### config.mk
export PLATFORM = sky130hd
export DESIGN_NAME = stream_pack
export DESIGN_NICKNAME = d
export VERILOG_FILES = /design/src/rtl/stream_pkg.sv /design/src/rtl/stream_pack.sv
export SDC_FILE = /design/constraint.sdc
export NUM_CORES = 1
export LEC_CHECK = 0
export ABC_CLOCK_PERIOD_IN_PS = 8600
export CORE_MARGIN = 2
export CORE_UTILIZATION = 45
export CTS_BUF_LIST = sky130_fd_sc_hd__clkbuf_4 sky130_fd_sc_hd__clkbuf_8
export DETAILED_ROUTE_END_ITERATION = 8
export PLACE_DENSITY = 0.71
export SETUP_SLACK_MARGIN = 0.2
export SYNTH_ARGS = -nofsm -noshare
export SYNTH_HDL_FRONTEND = slang
export SYNTH_SLANG_ARGS = --single-unit
### constraint.sdc
create_clock -name clk -period 8.6 [get_ports clk]
set_clock_uncertainty 0.1 [all_clocks]
set_input_delay 1.29 -clock clk [delete_from_list [all_inputs] [get_ports clk]]
set_output_delay 1.29 -clock clk [all_outputs]
set_load 0.02 [all_outputs]
### src/rtl/stream_pkg.sv
// Shared helpers for the stream_pack / stream_unpack width converters.
package stream_pkg;

  function automatic int clog2(input int v);
    int r;
    r = 0;
    for (int i = 0; i < 31; i++) begin
      if ((1 << i) < v) r = i + 1;
    end
    return r;
  endfunction

  // Counter must also hold RATIO itself (reported lane count of a full word).
  function automatic int cnt_width(input int ratio);
    return clog2(ratio) + 1;
  endfunction

  function automatic logic lane_hit(input int lane, input int cnt);
    return lane == cnt;
  endfunction

  function automatic logic lane_filled(input int lane, input int cnt);
    return lane < cnt;
  endfunction

endpackage

### src/rtl/stream_pack.sv
// Width-up packer: RATIO narrow FWFT-fifo words -> one wide fifo write, lane 0 in LSBs.
// Optional STREAM_PACK_FLUSH_EN adds flush/out_lanes to emit zero-padded partial words.
module stream_pack
  import stream_pkg::*;
#(
  parameter int IN_WIDTH = 32,
  parameter int RATIO = 4,
  localparam int OUT_WIDTH = IN_WIDTH * RATIO,
  localparam int CNT_WIDTH = cnt_width(RATIO)
) (
  input  logic                 clk,
  input  logic                 reset,
  input  logic                 in_empty_n,
  output logic                 in_read,
  input  logic [IN_WIDTH-1:0]  in_dout,
  input  logic                 out_full_n,
  output logic                 out_write,
  output logic [OUT_WIDTH-1:0] out_din
`ifdef STREAM_PACK_FLUSH_EN
  ,
  input  logic                 flush,
  output logic [CNT_WIDTH-1:0] out_lanes
`endif
);

  logic [CNT_WIDTH-1:0]           r_cnt;
  logic [RATIO-2:0][IN_WIDTH-1:0] r_lane;
  logic                           r_out_valid;
  logic [OUT_WIDTH-1:0]           r_out_din;

  logic                 w_last, w_drain, w_accept, w_read, w_fill, w_complete, w_load;
  logic [OUT_WIDTH-1:0] w_load_word;

  assign w_last     = (r_cnt == CNT_WIDTH'(RATIO - 1));
  assign w_drain    = r_out_valid & out_full_n;
  assign w_accept   = ~w_last | ~r_out_valid | w_drain;
  // Reset gating keeps in_read low while reset is held, even with cnt already cleared.
  assign w_read     = in_empty_n & w_accept & ~reset;
  assign w_fill     = w_read & ~w_last;
  assign w_complete = w_read & w_last;

  assign in_read   = w_read;
  assign out_write = w_drain;
  assign out_din   = r_out_din;

`ifdef STREAM_PACK_FLUSH_EN
  logic                 r_flush_pend;
  logic [CNT_WIDTH-1:0] r_out_lanes;
  logic [CNT_WIDTH-1:0] w_cnt_after;
  logic                 w_fl_req, w_fl_go;
  logic [OUT_WIDTH-1:0] w_fl_word;

  assign w_cnt_after = w_fill ? r_cnt + 1'b1 : (w_complete ? '0 : r_cnt);
  assign w_fl_req    = flush | r_flush_pend;
  assign w_fl_go     = w_fl_req & (w_cnt_after != '0) & (~r_out_valid | w_drain);

  always_comb begin
    w_fl_word = '0;
    for (int i = 0; i < RATIO - 1; i++) begin
      if (lane_filled(i, int'(w_cnt_after)))
        w_fl_word[i*IN_WIDTH +: IN_WIDTH] = (w_fill && lane_hit(i, int'(r_cnt))) ? in_dout : r_lane[i];
    end
  end

  assign w_load      = w_complete | w_fl_go;
  assign w_load_word = w_complete ? {in_dout, r_lane} : w_fl_word;
  assign out_lanes   = r_out_lanes;

  always_ff @(posedge clk or posedge reset) begin
    if (reset) begin
      r_flush_pend <= 1'b0;
      r_out_lanes  <= '0;
    end else begin
      r_flush_pend <= w_fl_req & (w_cnt_after != '0) & ~w_fl_go;
      if (w_complete)   r_out_lanes <= CNT_WIDTH'(RATIO);
      else if (w_fl_go) r_out_lanes <= w_cnt_after;
    end
  end
`else
  assign w_load      = w_complete;
  assign w_load_word = {in_dout, r_lane};
`endif

  always_ff @(posedge clk or posedge reset) begin
    if (reset) begin
      r_cnt       <= '0;
      r_lane      <= '0;
      r_out_valid <= 1'b0;
      r_out_din   <= '0;
    end else begin
      for (int i = 0; i < RATIO - 1; i++) begin
        if (w_fill && lane_hit(i, int'(r_cnt))) r_lane[i] <= in_dout;
      end
      if (w_load)      r_cnt <= '0;
      else if (w_fill) r_cnt <= r_cnt + 1'b1;
      // A new word loaded in the same cycle as a drain keeps the output valid.
      if (w_load) begin
        r_out_valid <= 1'b1;
        r_out_din   <= w_load_word;
      end else if (w_drain) begin
        r_out_valid <= 1'b0;
      end
    end
  end

endmodule

==> summary.txt, run 1 <==
Placement
  • GPL Wtd Cong: 0.7147
  • Pre-CTS setup slack: 4.135 ns
  • IO Port Bufs: 165
  • HPWL after detailed placement: 10600 um
  • Placed inst area: 10370 um^2

Min path
  • Hold WC Path Type: reg2reg
  • Hold worst-path end: out_din[8]
  • Hold depth: 1
  • Worst Min Path Start: r_lane[8]

Finish
  • Area grow syn2layout: 30.65%
  • Antenna Cells: 0
  • Layout fillers: 1427
  • Area of the multi-input gates: 2678 um^2
  • Nets: 723
  • Layout cell share with drive strength beyond 1: 0.4211
  • Storage cell area: 5705 um^2
  • Final Cell Area: 11200 um^2

Synth
  • Synth top area share: 0.6658
  • Top-count cell post-synth: dfrtp_1
  • Top cells by area, synth: dfrtp_1, mux2_2, buf_6
  • Mapped Nets: 538
  • Syn_area_per_cell: 17.21 um^2
  • Post-synthesis sequential area ratio: 0.6658
  • Post-synth cell types: 17
  • Ys async rst share: 1.000
  • EDFF count, synth: 0
  • Post-Synthesis Cells: 498
  • Post-synth top flop: dfrtp_1
  • Synthesized cell area: 8569 um^2
  • Synth area leader: dfrtp_1
  • Synth Warn #: 0
  • Yosys reg bits: 228
  • Top post-synthesis cells by count: dfrtp_1, mux2_2, buf_2

Floorplan
  • Die height: 142.0 um
  • Die width: 142.0 um
  • Num ports: 166
  • Area of the die: 20160 um^2
  • Initial Util: 0.4581
  • Core area: 18710 um^2
  • Row cnt: 50

CTS
  • CTS resizes: 0
  • CTS tree: built
  • Clk slew on worst S/H paths: 0.06 ns
  • # Post-CTS Setup Buffers: 0
  • Insertion delay to the later sink of the worst-skew pair: 0.51 ns
  • Max clock buf depth: 3
  • Max H-tree Level: 2
  • Clk sinks: 228
  • TritonCTS Buffers: 38
  • Hold Buf Count CTS: 0
  • Root Buffer: clkbuf_8

Global route
  • Tot GR Track Use: 0.1750
  • Vias in the first global route: 5238
  • First-pass GRT wire length: 27770 um
  • Largest net degree at the start of global routing: 155
  • Initial antenna violation count: 0
  • Aggregate global routing overflow: 0

Detailed routing
  • Initial DRC count: 124
  • Final ANT Viol Nets: 0
  • Residual DRC: 0
  • Detailed Routing Iterations Pass 1: 4
  • Vias: 4807
  • Routed WL: 16930 um
  • WL/cell: 17.93 um
  • Number of vias per cell: 5.092

Worst setup path
  • Setup Crit Path Kind: in2out
  • Worst path cell trace: clkdlybuf4s50_1 -> nor2b_1 -> o21a_1 -> clkdlybuf4s50_1
  • Reg-to-reg slack, setup: 5.45 ns
  • Cell mode on critical path: clkdlybuf4s50_1
  • Max FO, Critical Path: 5
  • CP arrival: 3.12 ns
  • Slowest-stage cell, CP: clkdlybuf4s50_1
  • Startpoint Class: input pin
  • Reg2reg end: out_din[99]
  • Max stage delay on crit path: 0.66 ns
  • R2R depth: 6
  • Reg2Reg Launch Point: r_cnt[0]
  • WP data required: 7.21 ns
  • Crit end category: output port

Power and ir drop
  • PwrDens: 394.5 nW/um^2
  • Power, Total: 4.417 mW
  • VDD IR max: 0.1864 mV
  • P_leak: 5.044 nW

STA
  • Worst Max-Slew Pin Slew: 1.024 ns
  • Fin crit share: 0.5239
  • Final WS setup: 4.094 ns
  • # setup viols final: 0
  • Final hold vios: 0
  • Min Tclk post-route: 4.506 ns
  • Slew Viols, Final: 0
  • Max-slew headroom: 0.3150
  • Hold WS: 0.3856 ns
  • Post-route setup TNS: 0 ns
  • Max Fclk: 221.9 MHz
  • Unrepaired setup endpoints after global routing: false

Job
  • Max_cap viols: 0

Outcome
  • Status: complete, no violations
## per-stage QoR
step | std cells | utilization
2_1_floorplan | 498 | -
3_3_place_gp | 877 | 0.5543
3_5_place_dp | 877 | 0.5543
4_1_cts | 944 | 0.5985
5_1_grt | 944 | 0.5985
6_report | 944 | 0.5985
## cells in the final DEF, fill, tap and decap left out
cell type | synthesis | routed
dfrtp_1 | 228 | 228
mux2_2 | 224 | 224
clkdlybuf4s50_1 | 0 | 165
clkbuf_8 | 0 | 53
clkbuf_4 | 0 | 11
ha_1 | 4 | 4
nand2_2 | 0 | 3
clkinv_2 | 0 | 3
buf_4 | 2 | 3
nand2b_1 | 2 | 2
inv_1 | 3 | 2
nand3_1 | 2 | 2
o21ai_0 | 2 | 2
nor2b_1 | 1 | 1
nand3b_1 | 1 | 1
nor4b_2 | 1 | 1
and2_1 | 1 | 1
o21a_1 | 1 | 1
inv_8 | 0 | 1
nand2_1 | 4 | 1
a21boi_0 | 1 | 1
## where the power goes
group | switching, mW | total [mW] | internal, mW
clock | 0.401 | 0.993 | 0.592
combinational | 0.699 | 1.59 | 0.888
sequential | 0.257 | 1.84 | 1.58
total | 1.36 | 4.42 | 3.06
## state kept, by name (all words and copies together), names as in the netlist
register     cells
r_lane          96
r_cnt            3
r_out_valid      1
out_din        128
## metal layers
layer	global-route usage	wire length [um]	vias up
met1	0.2233	7199	2504
met4	0.05211	280	0
li1	-	-	2142
met3	0.05686	1145	24
met2	0.2873	8305	137
met5	0	0	-
## cell type report
class,instances,area share
Sequential cell,228,0.5096
Clock inverter,3,0.001341
Multi-Input combinational cell,244,0.2392
Clock buffer,64,0.07253
Timing Repair Buffer,168,0.1495
Inverter,3,0.001676
Tap cell,234,0.02615
## worst max-delay path, delay by kind of cell
family / cells / cell delay [ns]
buffers and inverters: 2 / 1.22
and+or+nand+nor: 1 / 0.37
AOI/OAI and AO/OA: 1 / 0.23
## kinds of logic after synthesis
kind of cell,Yosys count,share of synthesized area
compound gates,4,0.002921
fa+ha+maj,4,0.005841
buf+inv,26,0.02263
flops,228,0.6658
mux,224,0.2943
simple gates,12,0.008468
## worst max path at each step
stage / from / to / slack [ns]
after floorplan: reset / out_din[0] / 0.96
final: reset / in_read / 4.09
after CTS: reset / in_read / 4.11
after global routing: reset / in_read / 3.99
after global placement: reset / in_read / 4.14
after detailed placement: reset / in_read / 4.13
Note: power is estimated with default switching activity, not from simulation.
==> run 2: changes to the inputs <==
Settings changed: ABC_CLOCK_PERIOD_IN_PS 8600 to 4200.
Clock period 8.6 ns to 4.2 ns, I/O delays scaled along.
==> summary.txt, run 2 (synthesized netlist as in run 1, its figures left out) <==
Global route
  • Tot GR Track Use: 0.1727 (-0.002307)
  • Largest net degree at the start of global routing: 111 (-28%)
  • Vias in the first global route: 5285 (+0.90%)
  • First-pass GRT wire length: 27460 um (-1.1%)
  • Aggregate global routing overflow: 0 (unchanged)
  • Initial antenna violation count: 0 (unchanged)

STA
  • Max Fclk: 326.6 MHz
  • Unrepaired setup endpoints after global routing: false
  • Worst Max-Slew Pin Slew: 0.9863 ns (-0.03759 ns)
  • Slew Viols, Final: 0 (unchanged)
  • Hold WS: 0.3975 ns (+0.01186 ns)
  • # setup viols final: 0 (unchanged)
  • Final hold vios: 0 (unchanged)
  • Min Tclk post-route: 3.062 ns
  • Fin crit share: 0.7291
  • Max-slew headroom: 0.3402 (+0.02515)
  • Post-route setup TNS: 0 ns (unchanged)

Finish
  • Most frequent cells in the layout: dfrtp_1, mux2_2, clkdlybuf4s50_1
  • Commonest non-fill, non-tap cell in the layout: dfrtp_1
  • Nets: 724 (+0.14%)
  • Antenna Cells: 0 (unchanged)
  • Area grow syn2layout: 30.40%
  • Largest register FFs: 128 (unchanged)
  • Layout cell share with drive strength beyond 1: 0.4178 (-0.003280)
  • Layout fillers: 1459 (+2.2%)
  • Final Non-Filler Cells: 940 (-0.42%)

Worst setup path
  • CP arrival: 2.33 ns (-0.79 ns)
  • Crit end category: output port
  • R2R depth: 4 (-2)
  • Reg2Reg Launch Point: r_cnt[0]
  • Startpoint Class: input pin
  • Reg2reg end: r_lane[57]
  • Max FO, Critical Path: 5 (unchanged)
  • WP data required: 3.47 ns (-3.74 ns)
  • Reg-to-reg slack, setup: 1.66 ns (-3.79 ns)
  • Setup Crit Path Kind: in2out

Floorplan
  • Row cnt: 50 (unchanged)
  • Die height: 142.0 um (unchanged)
  • Core area: 18710 um^2 (unchanged)
  • Initial Util: 0.4581 (unchanged)
  • Area of the die: 20160 um^2 (unchanged)
  • Die width: 142.0 um (unchanged)
  • Num ports: 166 (unchanged)

Min path
  • Hold WC Path Type: reg2reg
  • Hold depth: 1 (unchanged)
  • Hold worst-path end: out_din[67]
  • Worst Min Path Start: r_lane[67]

CTS
  • CTS tree: built
  • # Post-CTS Setup Buffers: 0 (unchanged)
  • CTS resizes: 0 (unchanged)
  • Clk sinks: 228 (unchanged)
  • Insertion delay to the later sink of the worst-skew pair: 0.50 ns (about the same)
  • Clk slew on worst S/H paths: 0.06 ns (about the same)
  • Max H-tree Level: 2 (unchanged)
  • Max clock buf depth: 3 (unchanged)
  • Root Buffer: clkbuf_8
  • Hold Buf Count CTS: 0 (unchanged)
  • TritonCTS Buffers: 38 (unchanged)

Power and ir drop
  • Flop pwr share: 0.421 (+0.005)
  • VDD IR max: 0.4062 mV (+120%)
  • Internal power: 6.182 mW (+100%)
  • Logic pwr share: 0.364 (+0.005)
  • Clock group share of total power: 0.216 (-0.009)
  • NetSw: 2.753 mW (+100%)
  • PwrDens: 799.5 nW/um^2 (+100%)
  • Sw frac: 0.3081 (+0.001006)
  • P_leak: 5.025 nW (-0.37%)

Detailed routing
  • WL/cell: 17.81 um (-0.68%)
  • Final ANT Viol Nets: 0 (unchanged)
  • Routed WL: 16740 um (-1.1%)
  • Residual DRC: 0 (unchanged)
  • Vias: 4777 (-0.62%)
  • Number of vias per cell: 5.082 (-0.20%)
  • Initial DRC count: 94 (-24%)
  • Detailed Routing Iterations Pass 1: 3 (-1)

Placement
  • IO Port Bufs: 165 (unchanged)
  • HPWL after detailed placement: 10630 um (+0.26%)
  • GPL Wtd Cong: 0.6991 (-2.2%)
  • Placed cells: 878 (+0.11%)

Job
  • Max_cap viols: 0 (unchanged)

Outcome
  • Status: complete, no violations
==> run 2: cell count changes in the layout (fill, tap and decap cells not counted), sizes merged <==
cell	delta
buf	+1
clkbuf	-5
clkinvlp	+1
inv	-1
==> run 2: critical path, stage by stage <==
cell	delay, ns
clkdlybuf4s50_1	0.50
nor2b_1	0.33
o21a_1	0.21
clkdlybuf4s50_1	0.66
==> run 2: per-stage QoR <==
step / power [mW] / utilization / area, um^2 / worst slack [ns]
after floorplan: 5.529 / - / 8573 / 0.4900
after global placement: 6.940 / 0.5565 / 10410 / 1.166
after detailed placement: 7.091 / 0.5565 / 10410 / 1.117
after CTS: 9.076 / 0.5974 / 11170 / 1.112
after global routing: 9.462 / 0.5974 / 11170 / 1.018
final: 8.934 / 0.5974 / 11170 / 1.138
==> run 2: layout make-up <==
cell class / count / area [um^2] / share of cell area
Clock buffer: 59 / 749.5 / 0.06707
Clock inverter: 3 / 15.01 / 0.001344
Inverter: 3 / 15.01 / 0.001344
Multi-Input combinational cell: 244 / 2678 / 0.2396
Sequential cell: 228 / 5705 / 0.5106
Tap cell: 234 / 292.8 / 0.02620
Timing Repair Buffer: 169 / 1719 / 0.1538
==> run 2: power by group through the flow <==
stage          sequential, mW  combinational, mW  clock, mW
2_1_floorplan            4.38               1.15          0
3_3_place_gp             3.73               3.21          0
3_5_place_dp             3.80               3.29          0
4_1_cts                  3.77               3.30       2.00
5_1_grt                  3.89               3.46       2.11
6_report                 3.76               3.25       1.93
==> run 2: layer usage <==
layer	vias up	GRT usage	share of wire
met4	0	0.05316	0.014
met2	136	0.2873	0.50
met1	2476	0.2095	0.41
met3	24	0.06595	0.077
met5	-	0	0
li1	2141	-	-
==> run 2: worst max-delay path by stage <==
stage | startpoint | end | slack (ns) | depth (start not counted)
2_1_floorplan | reset | out_din[0] | 0.49 | 1
3_3_place_gp | reset | r_lane[64] | 1.17 | 4
3_5_place_dp | reset | r_lane[64] | 1.12 | 4
4_1_cts | reset | in_read | 1.11 | 4
5_1_grt | reset | in_read | 1.02 | 4
6_report | reset | in_read | 1.14 | 4
